**src/rtl/alu_core_pkg.sv**
```systemverilog
// alu_core_pkg: shared types and sizing helpers for the alu_core slice.
//   alu_op_t       - 3-bit opcode carried on the alu_in transaction
//   alu_state_t    - control FSM states (IDLE/EXEC/ITER/DONE)
//   result_width   - result width as a function of the operand width
//   iter_cnt_width - width of the iteration counter (clog2 of DATA_WIDTH)
package alu_core_pkg;

   typedef enum logic [2:0] {
      OP_NOP = 3'b000,
      OP_ADD = 3'b001,
      OP_AND = 3'b010,
      OP_XOR = 3'b011,
      OP_MUL = 3'b100,
      OP_DIV = 3'b101,
      OP_ILL = 3'b110,
      OP_RST = 3'b111
   } alu_op_t;

   typedef enum logic [1:0] {
      IDLE = 2'd0,
      EXEC = 2'd1,
      ITER = 2'd2,
      DONE = 2'd3
   } alu_state_t;

   function automatic int result_width(input int data_width);
      return 2 * data_width;
   endfunction

   function automatic int iter_cnt_width(input int data_width);
      return (data_width <= 2) ? 1 : $clog2(data_width);
   endfunction

endpackage

```
**src/rtl/alu_core_iter_arith.sv**
```systemverilog
// alu_core_iter_arith: iterative unsigned arithmetic, one step per clock.
//   Shift-add multiplier always present; restoring divider only when the
//   macro ALU_CORE_DIV_EN is defined.
// Ports:
//   clk, rst   clock, synchronous active-high reset
//   start_i    load operands and begin (sampled with op_i, a_i, b_i)
//   op_i       OP_MUL or OP_DIV; other opcodes do not start the unit
//   a_i, b_i   operands (A = multiplier / dividend, B = multiplicand / divisor)
//   busy_o     high while iterations remain
//   result_o   product, or {remainder, quotient}; all ones on divide by zero
module alu_core_iter_arith
   import alu_core_pkg::*;
#(
   parameter int DATA_WIDTH = 8
) (
   input  logic                      clk,
   input  logic                      rst,
   input  logic                      start_i,
   input  alu_op_t                   op_i,
   input  logic [DATA_WIDTH-1:0]     a_i,
   input  logic [DATA_WIDTH-1:0]     b_i,
   output logic                      busy_o,
   output logic [2*DATA_WIDTH-1:0]   result_o
);

   localparam int W  = DATA_WIDTH;
   localparam int CW = iter_cnt_width(DATA_WIDTH);

   logic            busy_q;
   logic [CW-1:0]   cnt_q;
   // Upper half: running partial product / remainder.
   // Lower half: remaining multiplier bits / dividend bits becoming quotient.
   logic [2*W-1:0]  acc_q;
   logic [W-1:0]    b_q;
   logic [2*W-1:0]  step;
   logic            mul_start;
   logic [W:0]      partial;

   assign mul_start = start_i && (op_i == OP_MUL);

   // Multiply step: add B into the upper half when the current multiplier
   // bit is set, then shift the whole accumulator right by one.
   assign partial = {1'b0, acc_q[2*W-1:W]} + (acc_q[0] ? {1'b0, b_q} : {(W+1){1'b0}});

`ifdef ALU_CORE_DIV_EN
   logic            div_q;
   logic            dz_q;
   logic            div_start;
   logic [W-1:0]    rem_sh;
   logic            ge;
   logic [W-1:0]    rem_n;

   assign div_start = start_i && (op_i == OP_DIV);

   // Restoring step: shift {rem, quo} left; the bit shifted out of rem is
   // the implicit MSB of the shifted remainder, so compare/subtract in W bits.
   assign rem_sh = {acc_q[2*W-2:W], acc_q[W-1]};
   assign ge     = acc_q[2*W-1] || (rem_sh >= b_q);
   assign rem_n  = ge ? (rem_sh - b_q) : rem_sh;

   always_comb begin
      step = {partial, acc_q[W-1:1]};
      if (div_q) step = {rem_n, acc_q[W-2:0], ge};
   end

   assign result_o = dz_q ? {(2*W){1'b1}} : acc_q;

   always_ff @(posedge clk) begin
      if (rst) begin
         div_q <= 1'b0;
         dz_q  <= 1'b0;
      end else if (mul_start || div_start) begin
         div_q <= div_start;
         dz_q  <= div_start && (b_i == '0);
      end
   end

   wire load = mul_start || div_start;
`else
   assign step     = {partial, acc_q[W-1:1]};
   assign result_o = acc_q;

   wire load = mul_start;
`endif

   assign busy_o = busy_q;

   always_ff @(posedge clk) begin
      if (rst) begin
         busy_q <= 1'b0;
         cnt_q  <= '0;
         acc_q  <= '0;
         b_q    <= '0;
      end else if (load) begin
         busy_q <= 1'b1;
         cnt_q  <= '0;
         acc_q  <= {{W{1'b0}}, a_i};
         b_q    <= b_i;
      end else if (busy_q) begin
         acc_q <= step;
         if (cnt_q == CW'(DATA_WIDTH - 1)) begin
            busy_q <= 1'b0;
         end else begin
            cnt_q <= cnt_q + 1'b1;
         end
      end
   end

endmodule

```
**src/rtl/alu_core.sv**
```systemverilog
// alu_core: arithmetic unit behind the alu_in handshake, feeding alu_out.
//   Single-cycle add/and/xor, iterative multiply, optional iterative divide
//   (enabled by defining the macro ALU_CORE_DIV_EN; otherwise 101 is illegal).
// Ports:
//   clk, rst       clock, synchronous active-high reset
//   valid_i        transaction valid
//   ready_o        core can accept (high only in IDLE)
//   alu_op_i       opcode (see alu_op_t)
//   a_i, b_i       operands
//   done_o         one-cycle result-valid pulse
//   result_o       2*DATA_WIDTH result, held between updates
//   dbg_state_o    current FSM state for observation
// Handshake: a transaction is taken on a clock edge where valid_i and ready_o
// are both high; opcode and operands are captured on that edge and inputs are
// ignored while ready_o is low. No backpressure exists on the result side.
module alu_core
   import alu_core_pkg::*;
#(
   parameter int DATA_WIDTH = 8
) (
   input  logic                      clk,
   input  logic                      rst,
   input  logic                      valid_i,
   output logic                      ready_o,
   input  logic [2:0]                alu_op_i,
   input  logic [DATA_WIDTH-1:0]     a_i,
   input  logic [DATA_WIDTH-1:0]     b_i,
   output logic                      done_o,
   output logic [2*DATA_WIDTH-1:0]   result_o,
   output alu_state_t                dbg_state_o
);

   localparam int W  = DATA_WIDTH;
   localparam int RW = result_width(DATA_WIDTH);

   alu_state_t     state_q, state_d;
   alu_op_t        op_q, op_d;
   logic [W-1:0]   a_q, a_d, b_q, b_d;
   logic [RW-1:0]  result_q, result_d;
   logic           clr_q, clr_d;

   alu_op_t        in_op;
   logic           in_iter;
   logic           iter_start;
   logic           iter_busy;
   logic [RW-1:0]  iter_res;
   logic [RW-1:0]  exec_res;
   logic [W:0]     add_sum;

   assign in_op = alu_op_t'(alu_op_i);

`ifdef ALU_CORE_DIV_EN
   assign in_iter = (in_op == OP_MUL) || (in_op == OP_DIV);
`else
   assign in_iter = (in_op == OP_MUL);
`endif

   alu_core_iter_arith #(
      .DATA_WIDTH (DATA_WIDTH)
   ) u_iter (
      .clk      (clk),
      .rst      (rst),
      .start_i  (iter_start),
      .op_i     (in_op),
      .a_i      (a_i),
      .b_i      (b_i),
      .busy_o   (iter_busy),
      .result_o (iter_res)
   );

   assign add_sum = {1'b0, a_q} + {1'b0, b_q};

   // Single-cycle results; no_op, illegal and (without the divider) 101 give 0.
   always_comb begin
      exec_res = '0;
      case (op_q)
         OP_ADD:  exec_res = {{(W-1){1'b0}}, add_sum};
         OP_AND:  exec_res = {{W{1'b0}}, a_q & b_q};
         OP_XOR:  exec_res = {{W{1'b0}}, a_q ^ b_q};
         default: exec_res = '0;
      endcase
   end

   always_comb begin
      state_d    = state_q;
      op_d       = op_q;
      a_d        = a_q;
      b_d        = b_q;
      result_d   = result_q;
      clr_d      = 1'b0;
      iter_start = 1'b0;
      // rst_op clears the result one edge after it is accepted.
      if (clr_q) result_d = '0;
      case (state_q)
         IDLE: begin
            if (valid_i) begin
               op_d = in_op;
               a_d  = a_i;
               b_d  = b_i;
               if (in_op == OP_RST) begin
                  clr_d = 1'b1;
               end else if (in_iter) begin
                  iter_start = 1'b1;
                  state_d    = ITER;
               end else begin
                  state_d = EXEC;
               end
            end
         end
         EXEC: begin
            result_d = exec_res;
            state_d  = DONE;
         end
         ITER: begin
            if (!iter_busy) begin
               result_d = iter_res;
               state_d  = DONE;
            end
         end
         DONE:    state_d = IDLE;
         default: state_d = IDLE;
      endcase
   end

   always_ff @(posedge clk) begin
      if (rst) begin
         state_q  <= IDLE;
         op_q     <= OP_NOP;
         a_q      <= '0;
         b_q      <= '0;
         result_q <= '0;
         clr_q    <= 1'b0;
      end else begin
         state_q  <= state_d;
         op_q     <= op_d;
         a_q      <= a_d;
         b_q      <= b_d;
         result_q <= result_d;
         clr_q    <= clr_d;
      end
   end

   assign ready_o     = (state_q == IDLE);
   assign done_o      = (state_q == DONE);
   assign result_o    = result_q;
   assign dbg_state_o = state_q;

endmodule

```
**config.mk**
```make
export PLATFORM = sky130hd
export DESIGN_NAME = alu_core
export DESIGN_NICKNAME = d
export VERILOG_FILES = /design/src/rtl/alu_core_pkg.sv /design/src/rtl/alu_core_iter_arith.sv /design/src/rtl/alu_core.sv
export SDC_FILE = /design/constraint.sdc
export NUM_CORES = 1
export LEC_CHECK = 0
export CAP_MARGIN = 20
export CORE_MARGIN = 3
export CORE_UTILIZATION = 25
export CTS_CLUSTER_DIAMETER = 100
export CTS_CLUSTER_SIZE = 24
export DETAILED_ROUTE_END_ITERATION = 16
export MAX_ROUTING_LAYER = met4
export PLACE_DENSITY_LB_ADDON = 0.12
export SYNTH_ARGS = -nofsm -noshare
export SYNTH_HDL_FRONTEND = slang
export SYNTH_SLANG_ARGS = --single-unit
export TNS_END_PERCENT = 30
```
**constraint.sdc**
```tcl
create_clock -name clk -period 4.6 [get_ports clk]
set_input_delay 0.92 -clock clk [delete_from_list [all_inputs] [get_ports clk]]
set_output_delay 0.92 -clock clk [all_outputs]
set_load 0.02 [all_outputs]
```
After elaboration in Yosys (flattened, before gate mapping). Cells that the tools add are included.

Output and inout bits: 20. Input bits: 22. Latch bits: 0. Flip-flop bits (word level): 66. Memory bits (writable): 0. Memory bits (read-only): 0. Memories: 0. Logic and storage cells: 59.

Div/mod/pow operators: 0. Equal/unequal tests: 12. Multiply operators: 0. Reduce and logical (&&, ||, !) cells: 8. Order comparisons: 0. Add/subtract/negate cells: 3. Muxes and demuxes: 20. Bitwise operators: 5. Shift-type cells: 0.

Operators with widths (number): two-way mux 16 bit (2); one-hot mux 16 bit (2 select lines) (1); one-hot mux 9 bit (3 select lines) (1); two-way mux 8 bit (3); adder 8 x 8 -> 9 bit (2); equality test 3 bit (second input constant) (3); bitwise AND 8 bit (1); two-way mux 1 bit (8); two-way mux 2 bit (4); one-hot mux 2 bit (4 select lines) (1); XOR 8 bit (1); equality test 3 x 2 -> 1 bit (second input constant) (2); inequality test 2 bit (second input constant) (3); equality test 2 bit (second input constant) (2); AND reduction 2 bit (2); adder 3 x 1 -> 3 bit (second input constant) (1); equality test 3 x 1 -> 1 bit (second input constant) (1); inverter 1 bit (3); AND reduction 3 bit (1); OR reduction 3 bit (1); equality test 2 x 1 -> 1 bit (second input constant) (1); logical NOT 2 bit (1); nonzero test 2 bit (1); OR reduction 2 bit (1); logical AND 1 bit (1).

Logic depth before layout (Yosys ltp). Gate-level depths: netlist of the first run.

Depth in word-level cells: 7. Gate-level depth with buffers: 9.

Modules after synthesis. From an unflattened synthesis of the first run, not the netlist that was laid out.

Cell total of the unflattened synthesis: 435. Area, all modules: 3679.8 um^2.

Modules (own cells, without submodules): alu_core (times used 1, area each 2169.6 um^2, sequential area each 760.7 um^2, cells an instance 263); alu_core_iter_arith (times used 1, area each 1510.2 um^2, sequential area each 560.5 um^2, cells an instance 172).

Worst setup path before layout of the first run. Ideal clock, no wire load.

Kind: register to register. Start point: register state_q[0] (netlist: dbg_state_o[0]). End point: register u_iter.acc_q[14] (netlist: u_iter.result_o[14]). Clock period less this slack: 1908 ps. Path buffers: 0. Slack: 2692 ps. Data required time: 4538 ps. Stages on the path, launching flop included: 8. Arrival time: 1846 ps. Cells stage by stage: dfxtp_1 -> inv_1 -> ha_1 -> and2_1 -> nand2_1 -> nand2_1 -> or3_1 -> nand3_1.

Cells in the longest elaborated chain, start to end: 4.

RTL lines: start: declaration (line alu_core.sv:36) `alu_state_t state_q, state_d;`; start signal: assignment (line alu_core.sv:134) `state_q <= state_d;`; logical NOT 2 bit; net ready_o (line alu_core.sv:24) `output logic ready_o,`; two-way mux 1 bit (line alu_core.sv:94) `case (state_q)`; logical AND 1 bit (line alu_core_iter_arith.sv:39) `assign mul_start = start_i && (op_i == OP_MUL);`; OR reduction 2 bit (no source line); end signal: assignment (line alu_core_iter_arith.sv:97) `acc_q <= {{W{1'b0}}, a_i};`; end signal: assignment (line alu_core_iter_arith.sv:100) `acc_q <= step;`; end: declaration (line alu_core_iter_arith.sv:33) `logic [2*W-1:0] acc_q;`.

The timed path passes the listed nets, and every way through them passes these cells. A chain may end at the register's enable or synchronous reset.

Worst setup path in the final report of the first run.
Start point: register state_q[0] (netlist: dbg_state_o[0]). End point: register result_q[4] (netlist: result_o[4]).

Cells in the longest elaborated chain, start to end: 2. Elaborated cells between the ends (all ways): 3. Those cells by class: 2 x eq/ne; 1 x mux.

RTL lines: equality test 2 bit / equality test 2 x 1 -> 1 bit (equally long branches) (line alu_core.sv:94); one-hot mux 16 bit (2 select lines) * (line alu_core.sv:94); end signal: assignment (line alu_core.sv:138) `result_q <= result_d;`; end: declaration (line alu_core.sv:39) `logic [RW-1:0] result_q, result_d;`.

Every way passes the cells marked *; elsewhere a longest branch is shown, timed or not.

==> flow_summary.toml, run 1 <==
[timing]
fin_crit_ps = 2700
whs_ps = 452
timing.final.crit_share_pct = 58.8
rsz0062_at_grt = "false"
clock_skew_ps = 6.49
drv_slew = 0
tightestPinTransition_ps = 1060
max_freq_ghz = 0.370
setup_viol = 0
finalHoldViolations = 0
relSlewSlack_pct = 29.0
fin_tns_setup_ps = 0

[route]
wl_mm = 11.0
initialDrtViolationCount = 283
vias = 3201
ant_nets = 0
met1_length_mm = 5.62
routed_via_density = 4.83
firstDrtPassIters = 4
drc_errors = 0
met3WireLength_um = 364
wire_per_inst_um = 16.6
topRoutingLayerUsed = "met4"
wl_met2_mm = 4.91

[clock_network]
cts_max_level = 3
cts_inserted_buffers = 9
worstSkewPairLatency_ps = 330
cts_tree = "done"
clk_pin_slew_ps = 60
cts_sinks = 66
ctsResizeCount = 0
clockRootBuffer = "clkbuf_16"
cts_buffer_depth = 2
ctsHoldBuffers = 0
cts_setup_buffers = 0

[min_path]
hp-start = "u_iter.b_q[0]"
worstHoldPathType = "reg -> reg"

[logic_synthesis]
synth_top_area_share_pct = 36.6
ys.flop_type = "dfxtp_1"
postSynthNetCount = 495
synth.area.top_cells = "dfxtp_1 37%, ha_1 8.0%, nand2_1 7.8%, a21oi_1 7.1%, nor2_1 4.7%"
synthArstFlopShare_pct = 0
syn_area_per_cell_um2 = 8.07
synth_area_um2 = 3610
syn_inst = 448
synth-edff-count = 0
synth.largest_area_cell = "dfxtp_1"
yosysUniqueCellTypes = 53
synth-seq-area-share_pct = 36.6
ys_warn_count = 0
ys_ff_latch = 66

[global_routing]
grt_usage_pct = 14.2
grt_max_degree = 47
grt_pass1_wl_mm = 17.2
grt.overflow.total = 0
antenna_found_initial = 0
grt_pass1_vias = 3020

[status]
status = "complete, no violations"

[floorplanning]
rows = 43
die_area_um2 = 15900
initial_core_util_pct = 25.8
core_area_um2 = 14000
die_w_um = 126
io_pins = 42
die_h_um = 126

[job]
drv_cap = 0

[worst_setup_path]
worstPathRequired_ps = 4850
crit_path_start_kind = "register"
critical_path.max_fanout = 18
r2r-start = "dbg_state_o[0]"
critPathKind = "reg -> reg"
cp-startpoint = "dbg_state_o[0]"
arrival_ps = 2950
endpoint_kind = "register"

[layout]
nFillCells = 1525
synthToLayoutAreaGrowth_pct = 23.7
nNetsFinal = 525
diodes = 0
drive_above_1_share_pct = 5.59

[placement]
gp_congestion = 0.809
dpl.hpwl_mm = 8.25
portBuffers = 41

[power_and_ir_drop]
ir_worst_vdd_mv = 0.353
leakage_nw = 1.66
p_per_area_nw_per_um2 = 472
==> logic make-up after synthesis <==
group | Yosys count | synth area share [%]
simple gates | 170 | 21.8
compound gates | 124 | 21.7
flops | 66 | 36.6
buf+inv | 41 | 4.85
fa+ha+maj | 25 | 9.07
mux | 16 | 4.60
xor+xnor | 6 | 1.45
==> metrics by stage <==
stage	area [um^2]	setup slack [ps]	util, %	total power [mW]	cells
floorplan	3610	2690	-	1.15	448
global placement	4150	1580	29.7	1.38	647
detailed placement	4150	1560	29.7	1.38	647
CTS	4470	1880	32.0	2.13	663
global route	4470	1640	32.0	2.22	663
finish	4470	1900	32.0	2.11	663
==> flip-flops by register name, summed over array words and instances, names as in the netlist <==
register,cells
result_o,16
clr_q,1
u_iter.busy_o,1
u_iter.b_q,8
dbg_state_o,2
b_q,8
a_q,8
u_iter.result_o,16
op_q,3
u_iter.cnt_q,3
==> worst max-delay path, cell delays in order, from the launching register on <==
cell	delay, ps
dfxtp_1	440
inv_1	120
ha_1	580
a21oi_1	930
nand2_1	170
o211a_1	160
a211oi_1	200
==> layout by cell type (no fill, tap or decap), types with 6 or more instances in the layout <==
cell type | netlist | final
nand2_1 | 75 | 75
dfxtp_1 | 66 | 66
a21oi_1 | 51 | 51
nor2_1 | 45 | 45
clkdlybuf4s50_1 | 0 | 40
ha_1 | 23 | 23
o21ai_0 | 17 | 17
inv_1 | 16 | 16
nor2b_1 | 14 | 14
a211oi_1 | 14 | 14
mux2i_1 | 11 | 11
and2_1 | 9 | 9
clkbuf_16 | 0 | 9
a22oi_1 | 7 | 7
nor3_1 | 6 | 6
==> synth_stat cells, types with 3 or more instances <==
library cell and instances:
dfxtp_1 66, a211oi_1 14, o31ai_1 3, a22o_1 3, nor2b_1 14, ha_1 23
a21oi_1 51, nand2_1 75, clkbuf_1 13, nor3_1 6, xnor2_1 4, a31oi_1 4
and2_1 9, mux2_2 4, nor2_1 45, inv_1 16, nand3_1 3, mux2i_1 11
o21ai_0 17, a22oi_1 7, buf_2 8, a32oi_1 4, a21o_1 4
==> final timing paths <==
kind / endpoint / slack [ps] / cells after the start
worst max-delay path: result_o[4] / 1900 / 6
worst min-delay path: u_iter.b_q[0] / 450 / 2
worst max register to register: result_o[4] / 1900 / 6
worst min register to register: u_iter.b_q[0] / 450 / 2
==> final cells by class <==
class | count | area [um^2] | share of cell area [%]
multi-input cells | 341 | 2120 | 47.4
flip-flops and latches | 66 | 1320 | 29.5
repair buffers | 44 | 428 | 9.57
clock buffers | 9 | 225 | 5.04
well taps | 180 | 225 | 5.04
clock inverters | 7 | 93.8 | 2.10
inverters | 16 | 60.1 | 1.34
==> per-layer routing <==
metal | global-route usage, % | up-vias
li1 | - | 1642
met3 | 2.54 | 10
met2 | 20.7 | 57
met4 | 3.60 | 0
met1 | 20.4 | 1492
met5 | - | -
==> report_power, final <==
part	switching [mW]	internal (mW)
sequential	0.0634	0.630
combinational	0.444	0.232
clock	0.268	0.473
total	0.775	1.33
No activity file was read; power rests on OpenSTA's default activity.
==> run 2: changes to the inputs <==
==> constraint.sdc (replaced) <==
create_clock -name clk -period 2.4 [get_ports clk]
set_input_delay 0.48 -clock clk [delete_from_list [all_inputs] [get_ports clk]]
set_output_delay 0.48 -clock clk [all_outputs]
set_load 0.02 [all_outputs]
==> flow_summary.toml, run 2 (synthesized netlist as in run 1, its figures left out) <==
[status]
status = "complete, no violations"

[power_and_ir_drop]
p_comb_share_pct = 34.3
p_per_area_nw_per_um2 = 880
ir_worst_vdd_mv = 0.508
p_sw_share_pct = 36.3
leakage_nw = 1.70
p_int_mw = 2.53
clock_power_share_pct = 32.2
switchingPower_mw = 1.44
seqPwrFrac_pct = 33.5

[worst_setup_path]
max_stage_delay_ps = 560
endpoint_kind = "output port"
crit_path_cell_trace = "inv_1 > ha_1 > clkdlybuf4s50_1"
critPathSlowestCell = "clkdlybuf4s50_1"
crit_family = "buffers and inverters"
critical_path.max_fanout = 5
critPathBufInv = 2
arrival_ps = 1700
crit_path_start_kind = "register"
critPathKind = "reg -> out"
worstPathRequired_ps = 1920

[floorplanning]
die_w_um = 126
die_area_um2 = 15900
core_area_um2 = 14000
io_pins = 42
die_h_um = 126
initial_core_util_pct = 25.8
rows = 43

[clock_network]
ctsResizeCount = 0
cts_buffer_depth = 2
cts_inserted_buffers = 9
ctsHoldBuffers = 0
clk_pin_slew_ps = 50
clockRootBuffer = "clkbuf_16"
worstSkewPairLatency_ps = 340
cts_tree = "done"
cts_setup_buffers = 0
cts_sinks = 66
cts_max_level = 3

[global_routing]
grt_usage_pct = 14.4
grt_max_degree = 38
grt.overflow.total = 0
grt_pass1_vias = 3104
antenna_found_initial = 0
grt_pass1_wl_mm = 17.3

[placement]
portBuffers = 41
dpl_cell_area_um2 = 4230
dpl.hpwl_mm = 8.38
gp_congestion = 0.811

[timing]
setup_viol = 0
finalHoldViolations = 0
timing.final.crit_share_pct = 91.0
drv_slew = 0
relSlewSlack_pct = 54.9
tightestPinTransition_ps = 676
fin_crit_ps = 2180
max_freq_ghz = 0.458
fin_tns_setup_ps = 0
rsz0062_at_grt = "false"
clock_skew_ps = 5.05

[route]
initialDrtViolationCount = 278
drc_errors = 0
firstDrtPassIters = 5
vias = 3244
wl_mm = 10.9
wire_per_inst_um = 16.3
routed_via_density = 4.83
ant_nets = 0

[layout]
diodes = 0
nNetsFinal = 535
fin_area_um2 = 4520
synthToLayoutAreaGrowth_pct = 25.0
mostFrequentLayoutCells = "75 x nand2_1, 66 x dfxtp_1, 51 x a21oi_1"
drive_above_1_share_pct = 7.32
layout_commonest_cell = "nand2_1"

[job]
drv_cap = 0

[min_path]
worstHoldPathType = "reg -> reg"
-- run 2: area by class of cell --
class                      instances  area, um^2
clock buffer                      13         280
clock inverter                     2        10.0
fill                            1510        9470
inverter                          16        60.1
multi-input combinational        341        2120
sequential                        66        1320
tap                              180         225
timing repair buffer              54         503
-- run 2: final timing paths --
path             startpoint      endpoint  slack, ps  cells after the start
max          dbg_state_o[0]       ready_o        220                      3
max reg2reg          b_q[3]   result_o[5]        310                      6
min            result_o[14]  result_o[14]        450                      2
min reg2reg    result_o[14]  result_o[14]        450                      2
-- run 2: worst min-delay path, cell delays in order, from the launching register on --
cell and delay [ps]:
dfxtp_1 300, nand2_1 50, a21oi_1 50
-- run 2: routing by layer --
| layer | global-route usage (%) | vias to the layer above | wire [um] |
|---|---|---|---|
| met1 | 19.7 | 1518 | 5470 |
| li1 | - | 1652 | - |
| met4 | 3.79 | 0 | 129 |
| met3 | 3.44 | 10 | 370 |
| met5 | - | - | 0 |
| met2 | 21.3 | 64 | 4960 |
-- run 2: per-stage QoR --
step / instances / total power [mW] / worst slack, ps / util (%) / hold slack [ps]
finish: 672 / 3.98 / 216 / 32.3 / 454
global route: 672 / 4.22 / 136 / 32.3 / 476
CTS: 672 / 4.02 / 194 / 32.3 / 458
detailed placement: 657 / 2.71 / 318 / 30.2 / 451
global placement: 657 / 2.72 / 318 / 30.2 / 446
floorplan: 448 / 2.21 / 492 / - / 432
-- run 2: power groups by stage --
| stage | clock network, mW | logic, mW | registers (mW) |
|---|---|---|---|
| 2_1_floorplan | 0 | 0.881 | 1.32 |
| 5_1_grt | 1.36 | 1.51 | 1.35 |
| 6_report | 1.28 | 1.36 | 1.33 |
| 4_1_cts | 1.32 | 1.36 | 1.33 |
| 3_3_place_gp | 0 | 1.37 | 1.35 |
| 3_5_place_dp | 0 | 1.35 | 1.35 |
